==> config.mk <==
export PLATFORM = sky130hd
export DESIGN_NAME = edge_capture
export DESIGN_NICKNAME = d
export VERILOG_FILES = /design/src/rtl/edge_capture.sv
export SDC_FILE = /design/constraint.sdc
export NUM_CORES = 1
export LEC_CHECK = 0
export CORE_MARGIN = 2
export CORE_UTILIZATION = 45
export DETAILED_ROUTE_END_ITERATION = 8
export PLACE_DENSITY = 0.71
export SYNTH_ARGS = -nofsm -noshare
export SYNTH_HDL_FRONTEND = slang
export SYNTH_SLANG_ARGS = --single-unit
==> constraint.sdc <==
create_clock -name clk -period 6.6 [get_ports clk]
set_clock_uncertainty 0.05 [all_clocks]
set_input_delay 0.99 -clock clk [delete_from_list [all_inputs] [get_ports clk]]
set_output_delay 0.99 -clock clk [all_outputs]
set_load 0.005 [all_outputs]
==> src/rtl/edge_capture.sv <==
// Per-channel edge detector with optional synchroniser, sticky flags and a saturating event counter.
// Latency: a change sampled at edge N pulses after edge N+SYNC_STAGES; flag and cnt follow one cycle later.
// No backpressure: every input is sampled each cycle, and the counter saturates instead of wrapping.
module edge_capture #(
    parameter int WIDTH       = 8,
    parameter int SYNC_STAGES = 2,
    parameter int CNT_W       = 16
) (
    input  logic             clk,
    input  logic             rst_n,
    input  logic [WIDTH-1:0] in,
    input  logic [1:0]       mode,
    input  logic [WIDTH-1:0] clr,
    input  logic             cnt_clr,
    output logic [WIDTH-1:0] edge_pulse,
    output logic [WIDTH-1:0] flag,
    output logic             any_flag,
    output logic [CNT_W-1:0] cnt
);

    localparam int AW = $clog2(SYNC_STAGES + 2);
    localparam int SW = CNT_W + $clog2(WIDTH) + 1;
    localparam logic [SW-1:0] CNT_MAX = SW'({CNT_W{1'b1}});

    logic [WIDTH-1:0] s;
    logic [WIDTH-1:0] d;
    logic [WIDTH-1:0] raw;
    logic [AW-1:0]    arm_cnt;
    logic             armed;
    logic [CNT_W-1:0] base;
    logic [SW-1:0]    sum;

    generate
        if (SYNC_STAGES == 0) begin : g_nosync
            assign s = in;
        end else begin : g_sync
            logic [WIDTH-1:0] sync_q [SYNC_STAGES];
            always_ff @(posedge clk or negedge rst_n) begin
                if (!rst_n) begin
                    for (int k = 0; k < SYNC_STAGES; k++) sync_q[k] <= '0;
                end else begin
                    sync_q[0] <= in;
                    for (int k = 1; k < SYNC_STAGES; k++) sync_q[k] <= sync_q[k-1];
                end
            end
            assign s = sync_q[SYNC_STAGES-1];
        end
    endgenerate

    always_comb begin
        raw = '0;
        case (mode)
            2'b00:   raw = s & ~d;
            2'b01:   raw = ~s & d;
            2'b10:   raw = s ^ d;
            default: raw = '0;
        endcase
    end

    function automatic logic [SW-1:0] popcnt(input logic [WIDTH-1:0] v);
        logic [SW-1:0] acc;
        acc = '0;
        for (int i = 0; i < WIDTH; i++) acc = acc + SW'(v[i]);
        return acc;
    endfunction

    assign base = cnt_clr ? '0 : cnt;
    assign sum  = SW'(base) + popcnt(edge_pulse);

    // Arming waits until the synchroniser and d hold real samples, so a level
    // already present at reset release never looks like an edge.
    always_ff @(posedge clk or negedge rst_n) begin
        if (!rst_n) begin
            arm_cnt <= '0;
            armed   <= 1'b0;
        end else if (!armed) begin
            arm_cnt <= arm_cnt + 1'b1;
            armed   <= (arm_cnt == AW'(SYNC_STAGES));
        end
    end

    always_ff @(posedge clk or negedge rst_n) begin
        if (!rst_n) begin
            d          <= '0;
            edge_pulse <= '0;
            flag       <= '0;
            cnt        <= '0;
        end else begin
            d          <= s;
            edge_pulse <= raw & {WIDTH{armed}};
            flag       <= (flag & ~clr) | edge_pulse;
            cnt        <= (sum > CNT_MAX) ? {CNT_W{1'b1}} : sum[CNT_W-1:0];
        end
    end

    assign any_flag = |flag;

endmodule

==> results of run 1 <==
-- routing by layer --
| layer | global-route usage | wire length (µm) |
|---|---|---|
| met1 | 0.220 | 2190 |
| met3 | 0.0429 | 263 |
| met5 | 0 | 0 |
| met2 | 0.262 | 2210 |
| met4 | 0.100 | 88 |
-- path summary, 6_finish.rpt --
kind / endpoint / slack (ns)
worst max-delay path: cnt[5]$_DFF_PN0_ / 1.91
worst min-delay path: s[0]$_DFF_PN0_ / 0.30
worst max register to register: cnt[5]$_DFF_PN0_ / 2.57
worst min register to register: s[0]$_DFF_PN0_ / 0.30
max in group asynchronous: edge_pulse[3]$_DFF_PN0_ / 5.27
min in group asynchronous: g_sync.sync_q[13]$_DFF_PN0_ / 0.72
-- area by class of cell --
type	instances	area, µm²	area share
sequential	59	1480	0.417
multi-input combinational	146	1110	0.314
timing repair buffer	54	533	0.151
clock buffer	11	141	0.0399
inverter	35	131	0.0371
tap	75	93.8	0.0265
clock inverter	5	52.6	0.0148
-- registers in the layout (all words and copies together), names as in the netlist --
register,flops
d,8
edge_pulse,8
s,8
arm_cnt,2
armed,1
g_sync.sync_q,8
cnt,16
flag,8
-- stage by stage --
stage	power, µW	setup WS, ns	utilization	hold slack [ns]
2_1_floorplan	521	2.58	-	0.281
3_3_place_gp	603	1.67	0.565	0.283
3_5_place_dp	611	1.56	0.565	0.286
4_1_cts	937	1.92	0.598	0.301
5_1_grt	981	1.53	0.598	0.305
6_report	920	1.91	0.598	0.298
-- kinds of logic (layout without fill, tap and decap cells) --
logic type | count (synthesis) | after routing
buffers and inverters | 41 | 105
AND/OR/NAND/NOR | 60 | 60
multiplexers | 1 | 1
adder cells (fa/ha/maj) | 28 | 28
XOR/XNOR | 12 | 12
flip-flops | 59 | 59
AO/OA/AOI/OAI | 45 | 45
-- worst max-delay path, stage by stage --
cell and delay, ns:
clkdlybuf4s50_1 0.85, nand2b_1 0.21, fa_1 0.43, fa_1 0.51, fa_1 0.18, inv_1 0.05, fa_1 0.42, a211oi_1 0.44
nor2_1 0.16, nand4_1 0.38, o21ai_0 0.18
-- power by group through the flow --
stage	combinational [µW]	sequential, µW	clock (µW)
floorplan	104	417	0
global placement	186	417	0
detailed placement	192	419	0
CTS	193	412	332
global route	220	415	347
finish	188	411	320
-- placed cells by master, fill, tap and decap left out, types with 6 or more instances in the layout --
cell,count
nand2_1,16
ha_1,23
clkbuf_8,10
xnor2_1,7
o21ai_0,11
nor2_1,11
inv_1,35
a211oi_1,9
nor2b_1,13
clkdlybuf4s50_1,52
a21oi_1,9
nand2b_1,6
dfrtp_1,59
==> impl_metrics.env, run 1 <==
export IMPL_synthArstFlopShare=1.00
export IMPL_drive_above_1_share=0.0710
export IMPL_core_area_mm2=0.00592
export IMPL_synth_top_family_by_area="adder cells"
export IMPL_cts_sinks=59
export IMPL_synth_edf_count=0
export IMPL_syn_avg_cell_area_um2=11.1
export IMPL_fill_cells=508
export IMPL_tightest_slew_ns=0.721
export IMPL_routed_wirelength_um=4760
export IMPL_ioPinCount=54
export IMPL_cts_clk_slew_worst_paths_ns=0.06
export IMPL_yosys_register_bits=59
export IMPL_seq_power_share=0.447
export IMPL_htreeDepth=3
export IMPL_synth_yosys_seq_area_share=0.538
export IMPL_status="complete, no violations"
export IMPL_grt_ovfl_total=0
export IMPL_cts_buffer_depth=2
export IMPL_hold_buffers=0
export IMPL_clock_root_buffer="clkbuf_8"
export IMPL_post_cts_buffers=0
export IMPL_whs_path_depth=0
export IMPL_swShare=0.260
export IMPL_hp_class="reg2reg"
export IMPL_syn_area_mm2=0.00274
export IMPL_drv_slew=0
export IMPL_start_kind="primary input"
export IMPL_min_period_ns=4.69
export IMPL_cts_resized=0
export IMPL_syn_to_final_growth_pct=29.1
export IMPL_p_int_uw=680
export IMPL_grt_max_degree=60
export IMPL_crit_path_end_kind="flop"
export IMPL_globalplace_congestion=0.794
export IMPL_postRouteAntennaNets=0
export IMPL_finalSetupViolations=0
export IMPL_die_width_um=82.1
export IMPL_finalSetupTns_ns=0
export IMPL_firstDrtPassIters=4
export IMPL_p_leak_uw=0.00170
export IMPL_synthXorXnorAreaFrac=0.0383
export IMPL_ys_warn_count=0
export IMPL_cts_tree="built"
export IMPL_placedCellCount=369
export IMPL_dp_hpwl_um=3460
export IMPL_fin_crit_sh=0.710
export IMPL_synth_top_cell_area_share=0.538
export IMPL_n_antenna_cell=0
export IMPL_yosysTopAreaCell="dfrtp_1"
export IMPL_synthAdderAreaFrac=0.141
export IMPL_drt_initial_drc_count=76
export IMPL_netlist_instances=246
export IMPL_rows=28
export IMPL_required_ns=6.73
export IMPL_drc=0
export IMPL_dieArea_mm2=0.00674
export IMPL_slew_headroom=0.520
export IMPL_finalHoldViolCount=0
export IMPL_combPwrFrac=0.205
export IMPL_grt_pass1_wl_um=8450
export IMPL_synth_area_mux_share=0.00365
export IMPL_grt_pass1_vias=1849
export IMPL_cts_buffers=9
export IMPL_synthFlopType="dfrtp_1"
export IMPL_netlist_top_cells_count="59 x dfrtp_1, 35 x inv_1, 23 x ha_1, 16 x nand2_1, 13 x nor2b_1"
export IMPL_nNetsFinal=354
export IMPL_fin_area_mm2=0.00354
export IMPL_maxCapViolCount=0
export IMPL_clock_fmax_ghz=0.213
export IMPL_yosysMostFrequentCell="dfrtp_1"
export IMPL_io_buffer_count=53
export IMPL_wire_per_inst_um=12.4
export IMPL_synth_compound_area_share=0.106
export IMPL_dpl_cell_area_mm2=0.00335
export IMPL_crit_start="cnt_clr"
export IMPL_ff2ff_path_depth=11
export IMPL_synth_simple_gate_area_frac=0.116
export IMPL_clkPwrFrac=0.348
export IMPL_clk_latency_ns=0.34
export IMPL_arrival_ns=4.82
export IMPL_synth_fp_nets=295
export IMPL_die_y_um=82.1
export IMPL_start_util=0.463
export IMPL_p_sw_uw=239
export IMPL_ir_drop_mv=0.137
export IMPL_cellPowerDensity_mw_per_mm2=260
export IMPL_path_class="in2reg"
export IMPL_yosys_cell_types_count=35
export IMPL_grtUsageTotal=0.171
export IMPL_holdCritStartpoint="g_sync.sync_q[8]$_DFF_PN0_"
export IMPL_rsz0062_at_grt="false"
export IMPL_stdcell_count=385
export IMPL_via_per_inst=4.83
export IMPL_antenna_found_initial=0
export IMPL_num_vias=1861
export IMPL_ys_top_cells_by_area="dfrtp_1 54%, ha_1 10%, inv_1 4.8%, fa_1 3.6%, nor2b_1 3.0%"
export IMPL_worstReg2RegStart="edge_pulse[0]$_DFF_PN0_"
export IMPL_cp_max_fo=18
Note: power is estimated with default switching activity, not from simulation.
==> run 2, diff against run 1 <==
Clock period 6.6 ns to 4.75 ns, I/O delays scaled along.
==> impl_metrics.env, run 2 (synthesized netlist as in run 1, its figures left out) <==
export IMPL_status="complete, no violations"
export IMPL_wire_per_inst_um=12.5
export IMPL_p_leak_uw=0.00171
export IMPL_cts_sinks=59
export IMPL_postRouteAntennaNets=0
export IMPL_dp_hpwl_um=3480
export IMPL_core_area_mm2=0.00592
export IMPL_swShare=0.255
export IMPL_post_cts_buffers=0
export IMPL_grt_pass1_vias=1831
export IMPL_critPathMostFrequentCell="fa_1"
export IMPL_fin_crit_sh=0.830
export IMPL_io_buffer_count=53
export IMPL_final_common_cell="dfrtp_1"
export IMPL_n_antenna_cell=0
export IMPL_htreeDepth=3
export IMPL_die_width_um=82.1
export IMPL_cts_buffer_depth=2
export IMPL_dieArea_mm2=0.00674
export IMPL_rows=28
export IMPL_cts_clk_slew_worst_paths_ns=0.06
export IMPL_maxCapViolCount=0
export IMPL_clock_fmax_ghz=0.254
export IMPL_crit_chain="fa_1 > inv_1 > fa_1 > fa_1 > fa_1 > inv_1 > fa_1 > a211oi_1 > nor2_1 > nand4_1 > o21ai_0"
export IMPL_final_cell_mix="59 x dfrtp_1, 52 x clkdlybuf4s50_1, 35 x inv_1"
export IMPL_grtUsageTotal=0.169
export IMPL_tightest_slew_ns=0.723
export IMPL_start_util=0.463
export IMPL_firstDrtPassIters=4
export IMPL_drv_slew=0
export IMPL_clk_latency_ns=0.34
export IMPL_largest_register="cnt"
export IMPL_p_int_uw=987
export IMPL_grt_pass1_wl_um=8310
export IMPL_drive_above_1_share=0.0740
export IMPL_num_vias=1853
export IMPL_seq_power_share=0.431
export IMPL_hp_class="reg2reg"
export IMPL_nNetsFinal=355
export IMPL_clkPwrFrac=0.371
export IMPL_finalSetupTns_ns=0
export IMPL_finalHoldViolCount=0
export IMPL_min_period_ns=3.94
export IMPL_antenna_found_initial=0
export IMPL_drc=0
export IMPL_finalSetupViolations=0
export IMPL_max_stage_delay_ns=0.54
export IMPL_routed_wirelength_um=4830
export IMPL_ir_drop_mv=0.304
export IMPL_rsz0062_at_grt="false"
export IMPL_crit_path_end_kind="flop"
export IMPL_path_class="reg2reg"
export IMPL_p_sw_uw=338
export IMPL_whs_ns=0.301
export IMPL_die_y_um=82.1
export IMPL_cellPowerDensity_mw_per_mm2=371
export IMPL_cts_buffers=9
export IMPL_grt_ovfl_total=0
export IMPL_via_per_inst=4.80
export IMPL_syn_to_final_growth_pct=30.2
export IMPL_arrival_ns=4.09
export IMPL_cts_resized=0
export IMPL_critPathBufInv=2
export IMPL_required_ns=4.89
export IMPL_critical_path_top_delay_family="adder cells"
export IMPL_cpMaxStageDelayCell="fa_1"
export IMPL_largest_reg_flops=16
export IMPL_hold_buffers=0
export IMPL_cp_max_fo=13
export IMPL_clock_root_buffer="clkbuf_8"
export IMPL_start_kind="flop"
export IMPL_drt_initial_drc_count=63
export IMPL_grt_max_degree=60
export IMPL_ioPinCount=54
export IMPL_slew_headroom=0.518
export IMPL_combPwrFrac=0.198
export IMPL_cts_tree="built"
export IMPL_globalplace_congestion=0.774
[run 2: changes by cell type in the layout (fill, tap and decap cells not counted), sizes merged]
| cell | change |
|---|---|
| clkbuf | -1 |
| bufinv | +1 |
| buf | +1 |
[run 2: final timing paths]
path                                        startpoint           endpoint  slack [ns]  cells after the start
min                        g_sync.sync_q[13]$_DFF_PN0_     s[5]$_DFF_PN0_        0.30                      0
min reg2reg                g_sync.sync_q[13]$_DFF_PN0_     s[5]$_DFF_PN0_        0.30                      0
min in group asynchronous                        rst_n     s[3]$_DFF_PN0_        0.46                      2
max reg2reg                    edge_pulse[0]$_DFF_PN0_   cnt[5]$_DFF_PN0_        0.81                     11
max                            edge_pulse[0]$_DFF_PN0_   cnt[5]$_DFF_PN0_        0.81                     11
max in group asynchronous                        rst_n  cnt[15]$_DFF_PN0_        3.70                      2
[run 2: layer usage]
| layer | global-route usage | wire length (µm) | vias to the layer above |
|---|---|---|---|
| met1 | 0.210 | 2200 | 876 |
| met2 | 0.261 | 2250 | 41 |
| met3 | 0.0505 | 253 | 11 |
| met5 | 0 | 0 | - |
| met4 | 0.0950 | 131 | 0 |
| li1 | - | - | 925 |
[run 2: area by class of cell]
cell class | instances | area, µm²
clock buffers | 10 | 128
inverters | 35 | 131
clock inverters | 6 | 90.1
well taps | 75 | 93.8
fillers | 505 | 2350
flip-flops and latches | 59 | 1480
repair buffers | 55 | 541
multi-input cells | 146 | 1110
[run 2: power groups by stage]
stage          registers [µW]  clock network, µW  logic (µW)
3_5_place_dp              581                  0         267
3_3_place_gp              578                  0         261
2_1_floorplan             580                  0         144
6_report                  571                492         263
5_1_grt                   575                531         306
4_1_cts                   572                506         268
[run 2: per-stage QoR]
stage,std cells,power [µW],util,cell area [µm²],worst slack (ns)
after floorplan,246,724,-,2740,1.01
after global placement,370,839,0.566,3350,0.509
after detailed placement,370,847,0.566,3350,0.438
after CTS,386,1350,0.603,3570,0.791
after global routing,386,1410,0.603,3570,0.440
final,386,1320,0.603,3570,0.809
==> run 3, diff against run 2 <==
Settings changed: PLACE_DENSITY 0.71 to 0.74.
Clock period 4.75 ns to 3.4 ns, I/O delays scaled along.
==> impl_metrics.env, run 3 (synthesized netlist as in run 1, its figures left out) <==
export IMPL_status="finished, violations left"
export IMPL_violations="negative setup slack"
export IMPL_core_area_mm2=0.00592
export IMPL_tightest_slew_ns=0.964
export IMPL_die_width_um=82.1
export IMPL_arrival_ns=3.72
export IMPL_syn_to_final_growth_pct=35.5
export IMPL_start_kind="flop"
export IMPL_ir_drop_mv=0.304
export IMPL_clkPwrFrac=0.357
export IMPL_combPwrFrac=0.227
export IMPL_finalHoldViolCount=0
export IMPL_p_int_uw=1420
export IMPL_crit_path_end_kind="flop"
export IMPL_path_class="reg2reg"
export IMPL_finalSetupViolations=16
export IMPL_reg2reg_to="cnt[12]$_DFF_PN0_"
export IMPL_ff2ff_path_depth=12
export IMPL_cts_tree="built"
export IMPL_p_sw_uw=494
export IMPL_dp_hpwl_um=3620
export IMPL_rows=28
export IMPL_n_antenna_cell=0
export IMPL_stdcell_count=398
export IMPL_cpMaxStageDelayCell="fa_1"
export IMPL_grt_ovfl_total=0
export IMPL_dieArea_mm2=0.00674
export IMPL_drc=0
export IMPL_fin_crit_sh=1.05
export IMPL_nNetsFinal=367
export IMPL_finalWorstSetupSlack_ns=-0.159
export IMPL_cts_clk_slew_worst_paths_ns=0.07
export IMPL_worstReg2RegStart="edge_pulse[0]$_DFF_PN0_"
export IMPL_max_stage_delay_ns=0.56
export IMPL_drive_above_1_share=0.152
export IMPL_clk_latency_ns=0.33
export IMPL_globalplace_congestion=0.822
export IMPL_routed_wirelength_um=4930
export IMPL_critPathBufInv=3
export IMPL_critical_path_top_delay_family="adder cells"
export IMPL_critPathMostFrequentCell="fa_1"
export IMPL_clock_root_buffer="clkbuf_8"
export IMPL_largest_register="cnt"
export IMPL_r2r_setup_slack_ns=-0.16
export IMPL_htreeDepth=3
export IMPL_final_common_cell="dfrtp_1"
export IMPL_maxCapViolCount=0
export IMPL_swShare=0.258
export IMPL_crit_chain="fa_1 > inv_2 > fa_1 > fa_1 > fa_2 > inv_2 > fa_2 > a211oi_4 > nor2_2 > nand4_1 > buf_4 > o21ai_1"
export IMPL_seq_power_share=0.415
export IMPL_p_leak_uw=0.00179
export IMPL_grt_pass1_vias=1862
export IMPL_final_cell_mix="59 x dfrtp_1, 52 x clkdlybuf4s50_1, 33 x inv_1"
export IMPL_fin_area_mm2=0.00372
export IMPL_whs_ns=0.282
export IMPL_clock_fmax_ghz=0.281
export IMPL_hold_buffers=0
export IMPL_drt_initial_drc_count=53
export IMPL_min_period_ns=3.56
export IMPL_ioPinCount=54
export IMPL_firstDrtPassIters=4
export IMPL_hp_class="in2async"
export IMPL_start_util=0.463
export IMPL_cts_buffers=9
export IMPL_cellPowerDensity_mw_per_mm2=516
export IMPL_postRouteAntennaNets=0
export IMPL_rsz0062_at_grt="true"
export IMPL_cts_sinks=59
export IMPL_placedCellCount=383
export IMPL_largest_reg_flops=16
export IMPL_drv_slew=0
export IMPL_antenna_found_initial=0
export IMPL_grt_pass1_wl_um=8430
export IMPL_cts_buffer_depth=2
export IMPL_dpl_cell_area_mm2=0.00346
export IMPL_die_y_um=82.1
export IMPL_cp_max_fo=4
export IMPL_num_vias=1931
export IMPL_grtUsageTotal=0.169
export IMPL_finish_utilization=0.628
export IMPL_grt_max_degree=47
export IMPL_finalSetupTns_ns=-2.00
export IMPL_slew_headroom=0.357
export IMPL_io_buffer_count=53
export IMPL_via_per_inst=4.85
export IMPL_required_ns=3.56
export IMPL_path_depth=12
export IMPL_wire_per_inst_um=12.4
-- run 3: cell types whose count changed in the layout (fill, tap and decap cells not counted), sizes merged --
cell	previous run	this run
buf	3	15
clkinv	3	1
clkinvlp	1	2
inv	35	36
-- run 3: repair_timing --
item | CTS | global route
setup buffers | 0 | 0
resized for setup | 13 | 6
endpoints found under the setup margin | 16 | 16
pin swaps | 2 | 0
-- run 3: through the flow --
stage                     setup WS (ns)  total power, µW
after global routing             -0.318             2040
after CTS                        -0.133             1950
final                            -0.159             1920
after floorplan                 -0.0236             1020
after detailed placement         -0.285             1220
after global placement           -0.165             1200
-- run 3: worst max path at each step --
| stage | start | endpoint | slack [ns] |
|---|---|---|---|
| 2_1_floorplan | edge_pulse[0]$_DFF_PN0_ | cnt[11]$_DFF_PN0_ | -0.02 |
| 3_3_place_gp | cnt_clr | cnt[13]$_DFF_PN0_ | -0.17 |
| 3_5_place_dp | cnt_clr | cnt[12]$_DFF_PN0_ | -0.29 |
| 4_1_cts | edge_pulse[0]$_DFF_PN0_ | cnt[12]$_DFF_PN0_ | -0.13 |
| 5_1_grt | edge_pulse[0]$_DFF_PN0_ | cnt[10]$_DFF_PN0_ | -0.32 |
| 6_report | edge_pulse[0]$_DFF_PN0_ | cnt[12]$_DFF_PN0_ | -0.16 |
-- run 3: cell type report --
class | count | area (µm²)
flip-flops and latches | 59 | 1480
inverters | 35 | 131
clock buffers | 10 | 128
repair buffers | 67 | 634
fillers | 434 | 2200
multi-input cells | 146 | 1160
well taps | 75 | 93.8
clock inverters | 6 | 88.8
-- run 3: power by group through the flow --
| stage | Sequential, µW | Clock, µW | Combinational [µW] |
|---|---|---|---|
| 5_1_grt | 803 | 739 | 495 |
| 4_1_cts | 797 | 706 | 443 |
| 6_report | 796 | 685 | 436 |
| 3_3_place_gp | 806 | 0 | 398 |
| 2_1_floorplan | 810 | 0 | 209 |
| 3_5_place_dp | 810 | 0 | 415 |
-- run 3: routing by layer --
layer	part of all wire	global-route usage
met5	0	0
met4	0.018	0.0717
met3	0.048	0.0560
met2	0.49	0.276
met1	0.44	0.203
-- run 3: worst reg2reg max path: cells and delay by family (launching register included) --
family / cells / cell delay (ns)
simple gates: 2 / 0.25
compound gates: 2 / 0.37
fa+ha+maj: 5 / 2.13
buf+inv: 3 / 0.25
flops: 1 / 0.40
